[config.mk]
export PLATFORM = sky130hd
export DESIGN_NAME = wb_write_arbiter
export DESIGN_NICKNAME = d
export VERILOG_FILES = /design/src/rtl/wb_write_arbiter.sv
export SDC_FILE = /design/constraint.sdc
export NUM_CORES = 1
export LEC_CHECK = 0
export ABC_CLOCK_PERIOD_IN_PS = 2400
export CELL_PAD_IN_SITES_DETAIL_PLACEMENT = 0
export CELL_PAD_IN_SITES_GLOBAL_PLACEMENT = 1
export CORE_MARGIN = 1
export CORE_UTILIZATION = 39
export DETAILED_ROUTE_END_ITERATION = 16
export PLACE_DENSITY_LB_ADDON = 0.2
export SYNTH_ARGS = -nofsm -noshare
export SYNTH_HDL_FRONTEND = slang
export SYNTH_SLANG_ARGS = --single-unit
[constraint.sdc]
create_clock -name clk -period 2.4 [get_ports clk]
set_input_delay 0.48 -clock clk [delete_from_list [all_inputs] [get_ports clk]]
set_output_delay 0.48 -clock clk [all_outputs]
set_load 0.005 [all_outputs]
[src/rtl/wb_write_arbiter.sv]
// wb_write_arbiter: merges ALU results and FIFO-buffered load responses onto the register file write port, with a pending-write scoreboard
//   ports: clk, reset (sync, active-high); alu_valid/alu_dest/alu_value -> alu_stall;
//   mem_valid/mem_dest/mem_value -> mem_ready; issue_valid/issue_dest;
//   write_enabled/destination_source/writing_value (registered); pending_mask
module wb_write_arbiter #(
  parameter int FIFO_DEPTH   = 4,
  parameter int STARVE_LIMIT = 8,
  parameter int MAX_LENGTH   = 32,
  parameter int REG_LENGTH   = 5,
  parameter int REGF_LENGTH  = 32
) (
  input  logic                   clk,
  input  logic                   reset,
  input  logic                   alu_valid,
  input  logic [REG_LENGTH-1:0]  alu_dest,
  input  logic [MAX_LENGTH-1:0]  alu_value,
  output logic                   alu_stall,
  input  logic                   mem_valid,
  output logic                   mem_ready,
  input  logic [REG_LENGTH-1:0]  mem_dest,
  input  logic [MAX_LENGTH-1:0]  mem_value,
  input  logic                   issue_valid,
  input  logic [REG_LENGTH-1:0]  issue_dest,
  output logic                   write_enabled,
  output logic [REG_LENGTH-1:0]  destination_source,
  output logic [MAX_LENGTH-1:0]  writing_value,
  output logic [REGF_LENGTH-1:0] pending_mask
);
  localparam int AW = $clog2(FIFO_DEPTH);
  localparam int CW = $clog2(STARVE_LIMIT + 1);
  logic [REG_LENGTH-1:0]  fd [FIFO_DEPTH];
  logic [MAX_LENGTH-1:0]  fv [FIFO_DEPTH];
  logic [AW:0]            rp, wp;
  logic [CW-1:0]          cnt;
  logic                   empty, push, pop, wr;
  logic [REG_LENGTH-1:0]  wd;
  logic [MAX_LENGTH-1:0]  wv;
  logic [REGF_LENGTH-1:0] pm_next;
  // Pointers carry an extra wrap bit so full and empty are distinguishable.
  always_comb begin
    empty     = rp == wp;
    mem_ready = !(wp[AW] != rp[AW] && wp[AW-1:0] == rp[AW-1:0]);
    alu_stall = cnt == CW'(STARVE_LIMIT);
    pop       = !empty && (alu_stall || !alu_valid);
    push      = mem_valid && mem_ready;
    wr        = pop || alu_valid;
    wd        = pop ? fd[rp[AW-1:0]] : alu_dest;
    wv        = pop ? fv[rp[AW-1:0]] : alu_value;
    pm_next   = (pending_mask & ~(wr ? REGF_LENGTH'(1) << wd : '0))
              | (issue_valid ? REGF_LENGTH'(1) << issue_dest : '0);
    pm_next[0] = 1'b0;
  end
  always_ff @(posedge clk)
    if (push) begin
      fd[wp[AW-1:0]] <= mem_dest;
      fv[wp[AW-1:0]] <= mem_value;
    end
  always_ff @(posedge clk) begin
    if (reset) begin
      rp                 <= '0;
      wp                 <= '0;
      cnt                <= '0;
      write_enabled      <= 1'b0;
      destination_source <= '0;
      writing_value      <= '0;
      pending_mask       <= '0;
    end else begin
      if (push) wp <= wp + 1'b1;
      if (pop) rp <= rp + 1'b1;
      cnt           <= (empty || pop) ? '0 : alu_stall ? cnt : cnt + CW'(1);
      write_enabled <= wr && wd != '0;
      if (wr) begin
        destination_source <= wd;
        writing_value      <= wv;
      end
      pending_mask <= pm_next;
    end
  end
endmodule
* Word level (Yosys, flattened, before mapping)
Memories as Yosys holds them, arrays and structs flattened. A register that Yosys moved wholly into a read port is not among the register bits.
Index checks and enable logic that the tools add are counted.
** Operators by class
- Add/subtract/negate cells :: 3
- Equal/unequal tests :: 4
- Shifts and indexed selects :: 2
- Mux-type cells :: 10
- Bitwise logic cells :: 3
- Reductions and logical operators :: 12
** Operators by type and width (count)
- 2-to-1 mux 32 bit :: 3
- left shift 1 x 5 -> 32 bit, first input constant :: 2
- AND 32 bit :: 1
- inverter 32 bit :: 1
- OR 32 bit :: 1
- 2-to-1 mux 2 bit :: 4
- adder 3 x 1 -> 3 bit, second input constant :: 2
- 2-to-1 mux 5 bit :: 1
- nonzero test 5 bit :: 1
- adder 4 x 1 -> 4 bit, second input constant :: 1
- equality test 4 bit, second input constant :: 1
- logical AND 1 bit :: 4
- equality test 3 bit :: 1
- zero test 1 bit :: 3
- logical OR 1 bit :: 3
- equality test 2 bit :: 1
- 2-to-1 mux 1 bit :: 2
- OR reduction 2 bit :: 1
- inequality test 1 bit :: 1
** Storage, ports and cells
- Register bits after elaboration :: 80
- Memory bits (writable) :: 148
- Bits of input ports :: 84
- Output and inout bits :: 72
- Logic and storage cells :: 44
- Memories kept :: 2
** Memory list
- fv :: depth 4, bits a word 32, read ports 1, clocked after memory_dff 1, wr ports 1, line 32 : logic [MAX_LENGTH-1:0] fv [FIFO_DEPTH];
- fd :: depth 4, bits a word 5, read ports 1, clocked after memory_dff 1, wr ports 1, line 31 : logic [REG_LENGTH-1:0] fd [FIFO_DEPTH];

* Logic depth before layout (Yosys ltp)
- Depth in word-level cells :: 9
- Gate-level depth with buffers :: 9
- Gate-level depth less buffers :: 7

* Worst setup path before layout
Ideal clock, no wire load.
- Path type :: register to register
- Start point :: register wp[2]
- End point :: memory fd[0][0] (enable)
- Library setup time :: 398 ps
- Data arrival time :: 1805 ps
- Required time :: 2002 ps
- Setup slack :: 197 ps
- Stages on the path, launching flop included :: 4
- Buffers on the path :: 0
- Period minus slack after synthesis :: 2203 ps
- Path through :: dfxtp_1 -> xnor2_2 -> o31a_1 -> and2_1
** On the way
- Longest elaborated chain between the ends :: 6
** RTL lines
- from (decl) :: line 33 : logic [AW:0] rp, wp;
- from (signal assigned) :: line 68 : if (push) wp <= wp + 1'b1;
- inequality test 1 bit :: line 42 : mem_ready = !(wp[AW] != rp[AW] && wp[AW-1:0] == rp[AW-1:0]);
- logical AND 1 bit :: line 42
- zero test 1 bit :: line 42
- logical AND 1 bit :: line 45 : push = mem_valid && mem_ready;
- 2-to-1 mux 1 bit :: line 54 : if (push) begin
- 2-to-1 mux 1 bit (not written as such) :: line 55 : fd[wp[AW-1:0]] <= mem_dest;
- to (decl) :: line 31
No other way between the ends.

* Worst setup path after layout
- Start point :: register wp[2]
- End point :: output port mem_ready
** On the way
- Longest elaborated chain between the ends :: 3
** RTL lines
- inequality test 1 bit :: line 42
- logical AND 1 bit :: line 42
- zero test 1 bit :: line 42
- to (decl) :: line 19 : output logic mem_ready,
No other way between the ends.

==> out/qor.json <==
{
  "finish": {
    "final_layout_size_suffix_gt1_share_pct": 16.4,
    "synthToLayoutAreaGrowth_pct": 30.6,
    "mostFrequentLayoutCells": "151 x clkdlybuf4s50_1, 148 x edfxtp_1, 108 x nand2_1",
    "layout.cells.non_filler": 1227,
    "num-fill-cells": 2035,
    "finalNetCount": 981,
    "layout_commonest_cell": "clkdlybuf4s50_1",
    "final_util_pct": 52.5,
    "final_design_area_no_fill_sq_um": 12500
  },
  "detailed_routing": {
    "drc": 0,
    "drt_first_pass_iters": 5,
    "routed_wirelength_um": 22700,
    "via_per_inst": 5.28,
    "drt_iter0_markers": 354,
    "num_vias": 6482,
    "route.antenna.remaining_nets": 0,
    "avgRoutedWirePerCell_um": 18.5
  },
  "synth": {
    "yosys-mux-area-fraction_pct": 10.6,
    "edff_count_synth": 148,
    "postSynthRegisterBits": 229,
    "post_synth_main_area_contributors": "edfxtp_1 47%, dfxtp_1 17%, mux4_2 8.7%",
    "synth-simple-area-share_pct": 11.2,
    "mappedNetlistNets": 805,
    "synth_top_area_cell": "edfxtp_1",
    "synth_compound_gate_area_share_pct": 9.60,
    "ys_async_sr_fraction_pct": 0,
    "post_synth_inst_count": 714,
    "avgSynthCellArea_sq_um": 13.4,
    "synth_xor_xnor_area_share_pct": 1.09,
    "ys_flop_type": "edfxtp_1",
    "synth_top_family_by_area": "simple AND/OR/NAND/NOR gates",
    "yosys_warnings": 0,
    "top_cell_type_s_share_of_synthesized_area_pct": 46.5,
    "syn-cell-area_sq_um": 9550,
    "distinct_cells_synth": 52,
    "synth-adder-area-share_pct": 0.917,
    "yosysSeqAreaShare_pct": 63.5
  },
  "placement": {
    "placement.io_buffers": 154,
    "placedInstanceArea_sq_um": 11700,
    "dp_hpwl_um": 15100,
    "placed_cell_count": 1182,
    "gpl.final_weighted_congestion": 0.860
  },
  "global_route": {
    "grt_overflow": 0,
    "grt_pass1_vias": 6477,
    "groute.usage.overall_pct": 18.4,
    "largest_net_degree_at_the_start_of_global_routing": 75,
    "grt_pass1_wl_um": 35300,
    "grt_antenna_before_repair": 2
  },
  "floorplan": {
    "core-area_sq_um": 23800,
    "num_io_pins": 156,
    "die_area_sq_um": 25100,
    "die_h_um": 158,
    "rows": 56,
    "initial_core_util_pct": 40.2,
    "die_width_um": 158
  },
  "critical_path": {
    "crit_path_start_kind": "register",
    "ff2ff_setup_slack_ns": 0.34,
    "required_ns": 1.92,
    "end_kind": "output port",
    "crit_path_largest_cell_delay_ns": 0.35,
    "crit_path_top_delay_cell": "or3_1",
    "arrival_ns": 1.78,
    "crit_chain": "xnor2_2 -> buf_4 -> or3_1 -> dlygate4sd2_1",
    "r2r.worst_path.cells": 7,
    "worstPathMaxFanout": 7,
    "worst_r2r_startpoint": "cnt[0]",
    "r2r_end": "writing_value[24]",
    "setup.worst_path.class": "register to output port"
  },
  "sta": {
    "grt_setup_unrepaired": "no",
    "setup_tns_ns": 0,
    "finalHoldWorstSlack_ns": 0.496,
    "final_hold_viol_count": 0,
    "fin_crit_sh_pct": 94.0,
    "final_period_minus_worst_setup_slack_ns": 2.26,
    "worst-slew-pin-transition_ns": 0.672,
    "timing_max_transition_violations_final": 0,
    "maxSlewHeadroom_pct": 54.6,
    "finalClockSkew_ns": 0.0104,
    "setup_viol": 0,
    "fmax_mhz": 443
  },
  "clock_tree": {
    "tritoncts_num_sinks": 229,
    "cts_resized": 4,
    "cts_max_path_buffers": 3,
    "num_cts_buffers": 25,
    "clk_transition_reported_paths_ns": 0.06,
    "cts_hold_repair.buffers": 0,
    "cts.root.buffer_cell": "clkbuf_16",
    "h-tree-depth": 1,
    "cts_tree": "built",
    "post-cts-setup-buffer-count": 0,
    "clock_latency_on_the_worst_skew_pair_ns": 0.51
  },
  "worst_hold_path": {
    "worstHoldEndpoint": "writing_value[12]",
    "timing.hold.worst_path_depth": 2,
    "holdCritStartpoint": "writing_value[12]",
    "hold_path_class": "register to register"
  },
  "pwr": {
    "power_leakage_nw": 4.31,
    "power.density_cell_area_nw_per_um2": 847,
    "ir_drop_mv": 0.646
  },
  "outcome": {
    "status": "finished clean"
  },
  "flow_run": {
    "max_cap_viol_count": 0
  }
}
## metal layers
layer,vias up,track usage (%),wire length (um)
li1,3051,-,-
met4,0,6.00,533
met1,3188,23.6,9480
met5,-,0,0
met2,204,31.1,11200
met3,39,4.03,1480
## where the power goes
group	internal, mW	switching, mW
combinational	1.17	1.16
sequential	4.53	0.171
clock	2.02	1.52
total	7.72	2.85
## area by class of cell
class / count / area (sq um) / share of cell area (%)
Sequential cell: 229 / 6070 / 48.6
Multi-Input combinational cell: 420 / 3220 / 25.8
Timing Repair Buffer: 198 / 1970 / 15.8
Clock buffer: 27 / 633 / 5.07
Tap cell: 319 / 399 / 3.20
Clock inverter: 16 / 124 / 0.993
Inverter: 16 / 60.1 / 0.481
Antenna cell: 2 / 5.00 / 0.0401
## sequential cells by signal (all words and copies together) (netlist names), named ones only
signal              flops
pending_mask           31
fd                     20
write_enabled           1
wp                      3
rp                      3
fv                    128
destination_source      5
writing_value          32
cnt                     4
## Yosys cell counts (all sizes together), types with 3 or more instances
master,instances
nand3,12
mux2,3
xor2,4
a21o,6
mux4,37
a311oi,37
a41oi,31
xnor2,7
nor2b,4
a21oi,12
buf,18
nor2,63
nand2,108
nor3,8
edfxtp,148
clkbuf,31
or2,9
ha,7
o21bai,14
inv,16
dfxtp,81
and2,4
nand2b,18
mux2i,12
## worst max-delay path by stage
stage | depth (start not counted) | end | startpoint | slack [ns]
after global routing | 6 | alu_stall | cnt[0] | 0.06
after floorplan | 3 | fd[0][0] | wp[2] | 0.20
after CTS | 4 | mem_ready | wp[2] | 0.11
final | 4 | mem_ready | wp[2] | 0.14
after global placement | 5 | pending_mask[4] | alu_valid | 0.16
after detailed placement | 5 | writing_value[24] | alu_valid | 0.11
## critical path: cells and delay by family (launching register included)
family	cells	cell delay (ns)
and+or+nand+nor	1	0.35
DFF	1	0.34
xor gates and xnor gates	1	0.14
buffers and inverters	2	0.43
## per-stage QoR
stage | power (mW) | worst slack [ns]
floorplan | 6.11 | 0.197
global placement | 7.09 | 0.155
detailed placement | 7.14 | 0.105
CTS | 10.7 | 0.113
global route | 11.1 | 0.0584
finish | 10.6 | 0.143
## cells by family (layout without fill, tap and decap cells)
| family | Yosys count | in the layout |
|---|---|---|
| DFF | 229 | 229 |
| AOI/OAI and AO/OA | 110 | 110 |
| other | 1 | 3 |
| buffers and inverters | 65 | 257 |
| xor gates and xnor gates | 11 | 11 |
| adders and majority gates | 7 | 7 |
| and+or+nand+nor | 239 | 239 |
| muxes | 52 | 52 |
Note: power is estimated with default switching activity, not from simulation.
